[src/rtl/csr_file_m.sv]
// csr_file_m: machine-mode CSR file for the RV32 core (trap CSRs, counters, interrupt sampling).
// Define CSR_HPM_EN to build the NUM_HPM mhpmcounter/mhpmevent registers and their inhibit bits.
`timescale 1ns/1ps

module csr_hpm_cnt #(
   parameter int W = 40
) (
   input  logic        clk_i,
   input  logic        rst_i,
   input  logic        inc_i,
   input  logic        wr_lo_i,
   input  logic        wr_hi_i,
   input  logic [31:0] wdata_i,
   output logic [63:0] val_o
);
   logic [W-1:0] cnt_q, nxt;

   for (genvar i = 0; i < W; i++) begin : g_bit
      if (i < 32) begin : g_lo
         assign nxt[i] = wr_lo_i ? wdata_i[i] : cnt_q[i];
      end else begin : g_hi
         assign nxt[i] = wr_hi_i ? wdata_i[i-32] : cnt_q[i];
      end
   end

   always_ff @(posedge clk_i or posedge rst_i)
      if (rst_i)                  cnt_q <= '0;
      else if (wr_lo_i || wr_hi_i) cnt_q <= nxt;
      else if (inc_i)             cnt_q <= cnt_q + W'(1);

   always_comb begin
      val_o          = '0;
      val_o[W-1:0]   = cnt_q;
   end
endmodule

module csr_file_m #(
   parameter int          NUM_HPM     = 4,
   parameter int          HPM_WIDTH   = 40,
   parameter logic [31:0] MTVEC_RESET = 32'h0000_0000,
   parameter logic [31:0] HART_ID     = 32'd0
) (
   input  logic               clk_i,
   input  logic               rst_i,
   input  logic [11:0]        raddr_i,
   output logic [31:0]        rdata_o,
   output logic               rillegal_o,
   input  logic               we_i,
   input  logic [11:0]        waddr_i,
   input  logic [31:0]        wdata_i,
   input  logic               instret_incr_i,
   input  logic [NUM_HPM-1:0] hpm_event_i,
   input  logic               trap_i,
   input  logic [31:0]        trap_cause_i,
   input  logic [31:0]        trap_pc_i,
   input  logic [31:0]        trap_val_i,
   input  logic               mret_i,
   input  logic               irq_ext_i,
   input  logic               irq_timer_i,
   input  logic               irq_sw_i,
   output logic [31:0]        trap_target_o,
   output logic [31:0]        mepc_o,
   output logic               irq_req_o
);
   localparam logic [11:0] A_MSTATUS = 12'h300, A_MISA = 12'h301, A_MIE = 12'h304, A_MTVEC = 12'h305;
   localparam logic [11:0] A_MCOUNTINH = 12'h320, A_MHPME = 12'h323, A_MSCRATCH = 12'h340;
   localparam logic [11:0] A_MEPC = 12'h341, A_MCAUSE = 12'h342, A_MTVAL = 12'h343, A_MIP = 12'h344;
   localparam logic [11:0] A_MCYCLE = 12'hB00, A_MINSTRET = 12'hB02, A_HPM_LO = 12'hB03;
   localparam logic [11:0] A_MCYCLEH = 12'hB80, A_MINSTRETH = 12'hB82, A_HPM_HI = 12'hB83;
   localparam logic [11:0] A_CYCLE = 12'hC00, A_INSTRET = 12'hC02, A_CYCLEH = 12'hC80, A_INSTRETH = 12'hC82;
   localparam logic [11:0] A_MVENDORID = 12'hF11, A_MARCHID = 12'hF12, A_MIMPID = 12'hF13, A_MHARTID = 12'hF14;
   localparam int          NH       = (NUM_HPM > 0) ? NUM_HPM : 1;
   localparam logic [31:0] IRQ_MASK = 32'h0000_0888;
`ifdef CSR_HPM_EN
   localparam logic [31:0] INH_MASK = 32'h5 | (((32'd1 << NUM_HPM) - 32'd1) << 3);
   localparam logic [63:0] HPM_MASK = (HPM_WIDTH >= 64) ? {64{1'b1}} : ((64'd1 << HPM_WIDTH) - 64'd1);
`else
   localparam logic [31:0] INH_MASK = 32'h5;
`endif

   logic [63:0] mcycle_q, minstret_q;
   logic [31:0] mscratch_q, mepc_q, mcause_q, mtval_q, mtvec_q, mie_q, mip_q, inh_q;
   logic        mst_mie_q, mst_mpie_q;
   logic [31:0] mstatus, wval, rd_raw, tvec_base;
   logic        wok;

   assign mstatus = {19'b0, 2'b11, 3'b0, mst_mpie_q, 3'b0, mst_mie_q, 3'b0};

   // Value a software write would leave in the CSR; shared by the registers and the read bypass.
   always_comb begin
      wval = wdata_i;
      wok  = 1'b1;
      case (waddr_i)
         A_MSTATUS:   wval = {19'b0, 2'b11, 3'b0, wdata_i[7], 3'b0, wdata_i[3], 3'b0};
         A_MIE:       wval = wdata_i & IRQ_MASK;
         A_MTVEC:     wval = wdata_i[1] ? {wdata_i[31:2], 2'b00} : wdata_i;
         A_MCOUNTINH: wval = wdata_i & INH_MASK;
         A_MEPC:      wval = wdata_i & ~32'h3;
         A_MSCRATCH, A_MCAUSE, A_MTVAL, A_MCYCLE, A_MCYCLEH, A_MINSTRET, A_MINSTRETH: ;
         default: begin
            wok = 1'b0;
`ifdef CSR_HPM_EN
            for (int k = 0; k < NUM_HPM; k++) begin
               if (waddr_i == A_HPM_LO + 12'(k)) begin wval = wdata_i & HPM_MASK[31:0];  wok = 1'b1; end
               if (waddr_i == A_HPM_HI + 12'(k)) begin wval = wdata_i & HPM_MASK[63:32]; wok = 1'b1; end
            end
`endif
         end
      endcase
   end

`ifdef CSR_HPM_EN
   logic [NH-1:0][63:0] hpm_val;
   for (genvar k = 0; k < NUM_HPM; k++) begin : g_hpm
      csr_hpm_cnt #(.W(HPM_WIDTH)) u_cnt (
         .clk_i   (clk_i),
         .rst_i   (rst_i),
         .inc_i   (hpm_event_i[k] & ~inh_q[3+k]),
         .wr_lo_i (we_i && waddr_i == A_HPM_LO + 12'(k)),
         .wr_hi_i (we_i && waddr_i == A_HPM_HI + 12'(k)),
         .wdata_i (wdata_i),
         .val_o   (hpm_val[k])
      );
   end
`else
   logic unused_hpm;
   assign unused_hpm = ^hpm_event_i;
`endif

   // Trap beats mret beats software write for the trap-owned fields.
   always_ff @(posedge clk_i or posedge rst_i) begin
      if (rst_i) begin
         mepc_q <= '0; mcause_q <= '0; mtval_q <= '0; mst_mie_q <= 1'b0; mst_mpie_q <= 1'b0;
      end else if (trap_i) begin
         mepc_q     <= trap_pc_i & ~32'h3;
         mcause_q   <= trap_cause_i;
         mtval_q    <= trap_val_i;
         mst_mpie_q <= mst_mie_q;
         mst_mie_q  <= 1'b0;
      end else if (mret_i) begin
         mst_mie_q  <= mst_mpie_q;
         mst_mpie_q <= 1'b1;
      end else if (we_i) begin
         case (waddr_i)
            A_MSTATUS: begin mst_mie_q <= wval[3]; mst_mpie_q <= wval[7]; end
            A_MEPC:    mepc_q   <= wval;
            A_MCAUSE:  mcause_q <= wval;
            A_MTVAL:   mtval_q  <= wval;
            default: ;
         endcase
      end
   end

   always_ff @(posedge clk_i or posedge rst_i) begin
      if (rst_i) begin
         mscratch_q <= '0; mie_q <= '0; mip_q <= '0; inh_q <= '0;
         mtvec_q <= MTVEC_RESET; mcycle_q <= '0; minstret_q <= '0;
      end else begin
         mip_q <= {20'b0, irq_ext_i, 3'b0, irq_timer_i, 3'b0, irq_sw_i, 3'b0};
         if (we_i) begin
            case (waddr_i)
               A_MSCRATCH:  mscratch_q <= wval;
               A_MIE:       mie_q      <= wval;
               A_MTVEC:     mtvec_q    <= wval;
               A_MCOUNTINH: inh_q      <= wval;
               default: ;
            endcase
         end
         if (we_i && (waddr_i == A_MCYCLE || waddr_i == A_MCYCLEH)) begin
            if (waddr_i == A_MCYCLE) mcycle_q[31:0]  <= wdata_i;
            else                     mcycle_q[63:32] <= wdata_i;
         end else if (!inh_q[0]) mcycle_q <= mcycle_q + 64'd1;
         if (we_i && (waddr_i == A_MINSTRET || waddr_i == A_MINSTRETH)) begin
            if (waddr_i == A_MINSTRET) minstret_q[31:0]  <= wdata_i;
            else                       minstret_q[63:32] <= wdata_i;
         end else if (instret_incr_i && !inh_q[2]) minstret_q <= minstret_q + 64'd1;
      end
   end

   always_comb begin
      rd_raw     = '0;
      rillegal_o = 1'b0;
      case (raddr_i)
         A_MSTATUS:             rd_raw = mstatus;
         A_MISA:                rd_raw = 32'h4000_1100;
         A_MIE:                 rd_raw = mie_q;
         A_MTVEC:               rd_raw = mtvec_q;
         A_MCOUNTINH:           rd_raw = inh_q;
         A_MSCRATCH:            rd_raw = mscratch_q;
         A_MEPC:                rd_raw = mepc_q;
         A_MCAUSE:              rd_raw = mcause_q;
         A_MTVAL:               rd_raw = mtval_q;
         A_MIP:                 rd_raw = mip_q;
         A_MCYCLE, A_CYCLE:     rd_raw = mcycle_q[31:0];
         A_MCYCLEH, A_CYCLEH:   rd_raw = mcycle_q[63:32];
         A_MINSTRET, A_INSTRET: rd_raw = minstret_q[31:0];
         A_MINSTRETH, A_INSTRETH: rd_raw = minstret_q[63:32];
         A_MVENDORID, A_MIMPID: rd_raw = '0;
         A_MARCHID:             rd_raw = 32'd22;
         A_MHARTID:             rd_raw = HART_ID;
         default: begin
            // The whole mhpmevent/mhpmcounter(h) 3..31 window is legal; unbuilt ones read 0.
            if (raddr_i[4:0] >= 5'd3 &&
                (raddr_i[11:5] == 7'h19 || raddr_i[11:5] == 7'h58 || raddr_i[11:5] == 7'h5C)) begin
`ifdef CSR_HPM_EN
               for (int k = 0; k < NUM_HPM; k++) begin
                  if (raddr_i == A_MHPME + 12'(k))  rd_raw = 32'(k + 3);
                  if (raddr_i == A_HPM_LO + 12'(k)) rd_raw = hpm_val[k][31:0];
                  if (raddr_i == A_HPM_HI + 12'(k)) rd_raw = hpm_val[k][63:32];
               end
`endif
            end else begin
               rillegal_o = 1'b1;
            end
         end
      endcase
   end

   assign rdata_o       = (we_i && wok && waddr_i == raddr_i) ? wval : rd_raw;
   assign tvec_base     = {mtvec_q[31:2], 2'b00};
   assign trap_target_o = (mtvec_q[1:0] == 2'b01 && trap_cause_i[31])
                          ? tvec_base + {25'b0, trap_cause_i[4:0], 2'b00} : tvec_base;
   assign mepc_o        = mepc_q;
   assign irq_req_o     = mst_mie_q & |(mie_q & mip_q & IRQ_MASK);
endmodule

[config.mk]
export PLATFORM = sky130hd
export DESIGN_NAME = csr_file_m
export DESIGN_NICKNAME = d
export VERILOG_FILES = /design/src/rtl/csr_file_m.sv
export SDC_FILE = /design/constraint.sdc
export NUM_CORES = 1
export LEC_CHECK = 0
export ABC_CLOCK_PERIOD_IN_PS = 10300
export BUFFER_PORTS_ARGS = -buffer_cell sky130_fd_sc_hd__buf_2
export CAP_MARGIN = 20
export CORE_MARGIN = 8
export CORE_UTILIZATION = 40
export CTS_CLUSTER_DIAMETER = 40
export DETAILED_ROUTE_END_ITERATION = 6
export PLACE_DENSITY_LB_ADDON = 0.25
export SLEW_MARGIN = 20
export SYNTH_ARGS = -nofsm -noshare
export SYNTH_HDL_FRONTEND = slang
export SYNTH_HIERARCHICAL = 1
export SYNTH_SLANG_ARGS = --single-unit
[constraint.sdc]
create_clock -name clk_i -period 10.3 [get_ports clk_i]
set_input_delay 0.515 -clock clk_i [delete_from_list [all_inputs] [get_ports clk_i]]
set_output_delay 0.515 -clock clk_i [all_outputs]
set_load 0.02 [all_outputs]
After elaboration in Yosys (flattened, before gate mapping)

Cells that the tools add are included.

$lt $le $gt $ge: 1
Add/subtract/negate cells: 3
Equal/unequal tests: 45
Bitwise logic cells: 2
Reduce and logical (&&, ||, !) cells: 38
Mux-type cells: 36

Operator list:

| operator                                                          | number |
|---|---|
| two-way mux 32 bit                                                | 18 |
| one-hot mux 32 bit (15 select lines)                              | 1 |
| two-way mux 64 bit                                                | 4 |
| == test 12 x 10 -> 1 bit, second input constant                   | 18 |
| == test 12 bit, second input constant                             | 16 |
| one-hot mux 32 bit (5 select lines)                               | 1 |
| adder 64 x 1 -> 64 bit, second input constant                     | 2 |
| adder 32 x 7 -> 32 bit                                            | 1 |
| OR reduction 22 bit                                               | 1 |
| AND reduction 2 bit                                               | 9 |
| == test 7 bit, second input constant                              | 2 |
| bitwise AND 12 bit                                                | 1 |
| == test 12 bit                                                    | 1 |
| two-way mux 1 bit                                                 | 12 |
| OR reduction 12 bit                                               | 1 |
| != test 2 bit, second input constant                              | 5 |
| nonzero test 2 bit                                                | 5 |
| AND reduction 3 bit                                               | 3 |
| OR reduction 2 bit                                                | 4 |
| == test 7 x 5 -> 1 bit, second input constant                     | 1 |
| logical AND 1 bit                                                 | 7 |
| nonzero test 3 bit                                                | 2 |
| greater-or-equal comparator 5 x 2 -> 1 bit, second input constant | 1 |
| logical OR 1 bit                                                  | 4 |
| 5 further kinds                                                   | 5 |

Word-level logic and storage cells: 139
Register bits: 357

Depth between registers and ports, before layout

Depth in word-level cells: 6
Mapped depth: 10
Mapped depth without buffers: 8

Worst setup path after synthesis

No wires, ideal clock.

Path type: input-to-output
Start: input raddr_i[2]
End: output rdata_o[29]
Data required time: 9.785 ns
Path slack: 7.250 ns
Buffers on the path: 3
Arrival time: 2.535 ns
Stages on the path: 9
Cells stage by stage: clkbuf_1 or4b_1 buf_2 a2111oi_4 buf_2 a22oi_1 o21ai_0 nor4_1 a21oi_1

Word-level cells in the longest chain between the ends: 4
Elaborated cells between the ends (all ways): 27
Those cells by class: eq/ne: 20; mux: 2; reduce/logical: 5

Ends and longest elaborated chain:

| element                              | RTL line | RTL |
|---|---|---|
| from (decl)                          | 45       | `input logic [11:0] raddr_i,` |
| == test 12 bit                       | 183      | `case (raddr_i)` |
| OR reduction 2 bit                   | n/a      |  |
| one-hot mux 32 bit (15 select lines) | 183      |  |
| two-way mux 32 bit (*)               | 219      | `assign rdata_o = (we_i && wok && waddr_i == raddr_i) ? wval : rd_raw;` |
| to (decl)                            | 46       | `output logic [31:0] rdata_o,` |

Every way passes the cells marked *; elsewhere a longest branch is shown, timed or not.

Final worst setup path

Start: input raddr_i[1]
End: output rdata_o[15]

The elaborated chain is that of the path after synthesis.

==> summary.md <==
The maximum cell stage delay along the critical path is 0.87 ns. In the finished design, the share of the clock period the worst path needs comes to 52.56%. After detailed routing, the number of remaining DRC violations is 4. The aggregate global routing overflow came out at 0. The first global-routing pass estimated 145100 um of wire. The root cell of the clock tree was sky130_fd_sc_hd__clkbuf_16.

Buffers placed on the I/O ports in this run total 254. For the setup clock skew after layout, the log shows 0.01549 ns. Clock-pin slew was measured on the worst setup and hold paths at 0.06 ns.

The hold slack came out at 0.07985 ns. In this run the power density over the cells is 161.6 mW/mm^2. For the worst setup path, the data required time is 9.79 ns.

The post-synthesis sequential element count came out at 357. In this run the most critical hold path is launched from trap_pc_i[24]. After floorplanning, the core was divided into 86 placement rows. Full die area: 0.06266 sq mm.

The detail-routed net length per standard cell came out at 28.83 um. The worst-path maximum fanout was 48; the static leakage was 0.01088 uW. The kind of start point of the critical path is an input port. The flow ran to the end, but the final reports show violations. The half-perimeter wire length after placement came out at 70710 um.

Startpoint of the most critical setup path: raddr_i[1]. For the starting density of the core, the log shows 40.18%. The run gives 0 as the final number of max-transition violations. The checks that failed: DRC. The path class of the tightest hold or removal check is input port to register.

Highest-delay cell along the critical path: sky130_fd_sc_hd__nor4_1. After detailed routing, the number of vias per cell comes to 6.550. The logs give 0 for the number of maximum-capacitance violations and 0 for the post-cts repair resize count. The worst setup path is captured at an output port. The count of cells along the worst register-to-register path came out at 6. The measured slew at the worst slew-check pin came out at 1.208 ns. The insertion delay of the later-clocked pin in the worst-skew pair was 0.64 ns; the average size of a mapped cell was 8.927 sq um. Overall fraction of global-route tracks in use: 30.19%.

The clock passes through at most 3 buffers. Counting every sink on the clock net gives 357. The critical register-to-register path startpoint is minstret_q[4]$_DFFE_PP0P_.

The run gives 4.90 ns as the data arrival time of the worst path. At the end of routability-driven placement, the weighted congestion stood at 1.008. The filler cells instantiated in the layout total 5204. For the placeable core region, the log shows 0.05466 sq mm.

The endpoint of the most critical register-to-register path is minstret_q[43]$_DFFE_PP0P_. The post-layout net count was 2812. The post-route netlist has 20.03% of its cells at a drive strength greater than 1. The run gives 6 as the Yosys warning count. Walking the worst path, the cells encountered are buf_2 -> buf_4 -> or4b_1 -> nor4_1 -> nor4_1 -> o221ai_1 -> and2_1 -> a22o_1 -> buf_2.

The die is 250.3 um wide. Summed over all layers, the routed wires come to 97920 um. Setup repair after global routing left no endpoint under its margin. TritonCTS built the clock tree. Setup violations remaining at the end of the flow were counted as 0. The final hold violation count came out at 0.

The worst hold path passes through 3 cells. Total power for the finished layout comes to 4205 uW. In this run the remaining antenna-violating nets after routing total 0.

Timing would allow up to 0.1847 GHz. The count of flip-flops with a built-in enable after synthesis came out at 0. The area overhead of the layout relative to synthesis was 18.48%; the total vias in the final route was 22250. In this run, distinct cell masters in the synthesized netlist total 86. The via count of the first global-routing pass was 21600; the iteration count of the initial detailed-routing pass was 7. Y dimension of the die: 250.3 um.

The logs give 5 for the initial antenna violation count and 0.02196 sq mm for the synthesized cell area. TritonCTS created 60 clock buffers. Fraction of the yosys area taken by sequential cells: 40.68%. The tools report the H-tree depth as 2. The multi-input combinational cells in the finished layout cover a total of 0.01220 sq mm. Across the VDD grid, the largest voltage drop is 0.1491 mV. Sink of the worst hold path: mepc_o[24]$_DFFE_PP0P_. The worst relative slew slack came out at 19.19%. Among all flip-flop cells after synthesis, the most frequent one is sky130_fd_sc_hd__dfrtp_1.

The share of flip-flops with an asynchronous set or reset came out at 100.0%. The worst setup path is of the input port to output port kind. The setup TNS after final layout came out at 0 ns.

The tools report the maximum number of pins on one net before global-route repair as 154. Pin placement for this block handled 263 I/O pins. The number of violations reported at the end of detailed-routing iteration 0 is 2776.

The final standard cell utilization of the core came out at 47.60%. The run gives 0.008934 sq mm as the register area. The setup check on the worst reg-to-reg path leaves a slack of 6.86 ns. The clock period minus worst slack came out at 5.413 ns. Synthesis produced a netlist whose cell count is 2460.
==> power breakdown <==
group / switching (uW) / internal [uW]
logic: 278 / 138
registers: 108 / 1480
clock network: 823 / 1380
total: 1210 / 3000
==> cell usage in the layout (no fill, tap or decap), types with 38 or more instances in the layout <==
cell type                     n
sky130_fd_sc_hd__buf_4       50
sky130_fd_sc_hd__and2_1      70
sky130_fd_sc_hd__o22ai_1     55
sky130_fd_sc_hd__dfrtp_1    357
sky130_fd_sc_hd__nand3_1     91
sky130_fd_sc_hd__clkbuf_16   61
sky130_fd_sc_hd__o21ai_0    203
sky130_fd_sc_hd__nor2b_1     38
sky130_fd_sc_hd__a22oi_1     58
sky130_fd_sc_hd__mux2_2      60
sky130_fd_sc_hd__nor3_1      57
sky130_fd_sc_hd__buf_2      253
sky130_fd_sc_hd__a21oi_1    202
sky130_fd_sc_hd__mux2i_1    115
sky130_fd_sc_hd__nor2_1     128
sky130_fd_sc_hd__nand2_1    262
sky130_fd_sc_hd__nand4_1     60
==> layout make-up <==
cell class | count | area share (%)
Sequential cell | 357 | 34.34
Antenna cell | 2 | 0.01924
Multi-Input combinational cell | 1888 | 46.88
Tap cell | 704 | 3.385
Clock inverter | 48 | 2.448
Inverter | 25 | 0.3751
Clock buffer | 66 | 6.054
Timing Repair Buffer | 307 | 6.502
==> kinds of logic (layout without fill, tap and decap cells) <==
| group | count (synthesis) | count (layout) | synth area share, % |
|---|---|---|---|
| adders and majority gates | 8 | 8 | 0.4900 |
| xor gates and xnor gates | 43 | 43 | 1.715 |
| buffers and inverters | 216 | 446 | 4.233 |
| DFF | 357 | 357 | 40.68 |
| and+or+nand+nor | 871 | 871 | 20.63 |
| muxes | 202 | 202 | 10.11 |
| AOI/OAI and AO/OA | 762 | 762 | 22.13 |
| other | 1 | 4 | 0.01708 |
==> sequential cells by signal (all words and copies together) (netlist names) <==
name	flops
mst_mpie_q	1
mtvec_q	32
mst_mie_q	1
mtval_q	32
inh_q	32
mip_q	3
mie_q	32
minstret_q	64
mepc_o	32
mcause_q	32
mscratch_q	32
mcycle_q	64
==> cell usage after synthesis, drive strengths merged (34+ instances only) <==
master | n | area (sq um)
nand3 | 92 | 460.4
o21ai | 211 | 1056
nor3 | 60 | 315.3
a22oi | 58 | 435.4
buf | 71 | 385.4
dfrtp | 357 | 8934
mux2 | 82 | 1002
nand4 | 60 | 375.4
nor4 | 35 | 292.8
xnor2 | 34 | 297.8
nor2 | 129 | 484.2
a21oi | 204 | 1021
and2 | 70 | 437.9
clkbuf | 120 | 450.4
o22ai | 55 | 344.1
nor2b | 38 | 237.7
mux2i | 119 | 1195
nand2 | 262 | 983.4
==> worst max-delay path by stage <==
stage | to | slack (ns) | depth (start not counted)
2_1_floorplan | inh_q[0]$_DFFE_PP0P_ | 5.00 | 1
3_3_place_gp | rdata_o[15] | 5.07 | 9
3_5_place_dp | rdata_o[15] | 5.05 | 9
4_1_cts | rdata_o[15] | 5.05 | 9
5_1_grt | rdata_o[15] | 4.86 | 9
6_report | rdata_o[15] | 4.89 | 9
==> layer usage <==
| metal | routed length [um] | share of wire (%) | up-vias | global-route usage, % |
|---|---|---|---|---|
| li1 | - | - | 9623 | - |
| met1 | 38080 | 39 | 11010 | 38.35 |
| met2 | 44380 | 45 | 1324 | 47.53 |
| met3 | 9686 | 9.9 | 294 | 7.027 |
| met4 | 5740 | 5.9 | 4 | 15.91 |
| met5 | 27 | 0.028 | - | 0 |
==> critical path: cells and delay by family <==
kind | cells | cell delay [ns]
AO/OA/AOI/OAI | 2 | 0.59
AND/OR/NAND/NOR | 4 | 2.41
buffers and inverters | 3 | 1.36
==> metrics by stage <==
step,cells,area (sq um),worst slack (ns)
after global placement,3278,23750,5.074
after detailed placement,3278,23760,5.045
after CTS,3395,26000,5.048
after floorplan,2461,21970,5.001
after global routing,3395,26010,4.864
final,3397,26020,4.887
==> repair_timing <==
item,CTS,global route
hold endpoints to repair,3,0
setup buffers,0,0
hold buffers,3,0
Power figures use the tool's default switching activity.
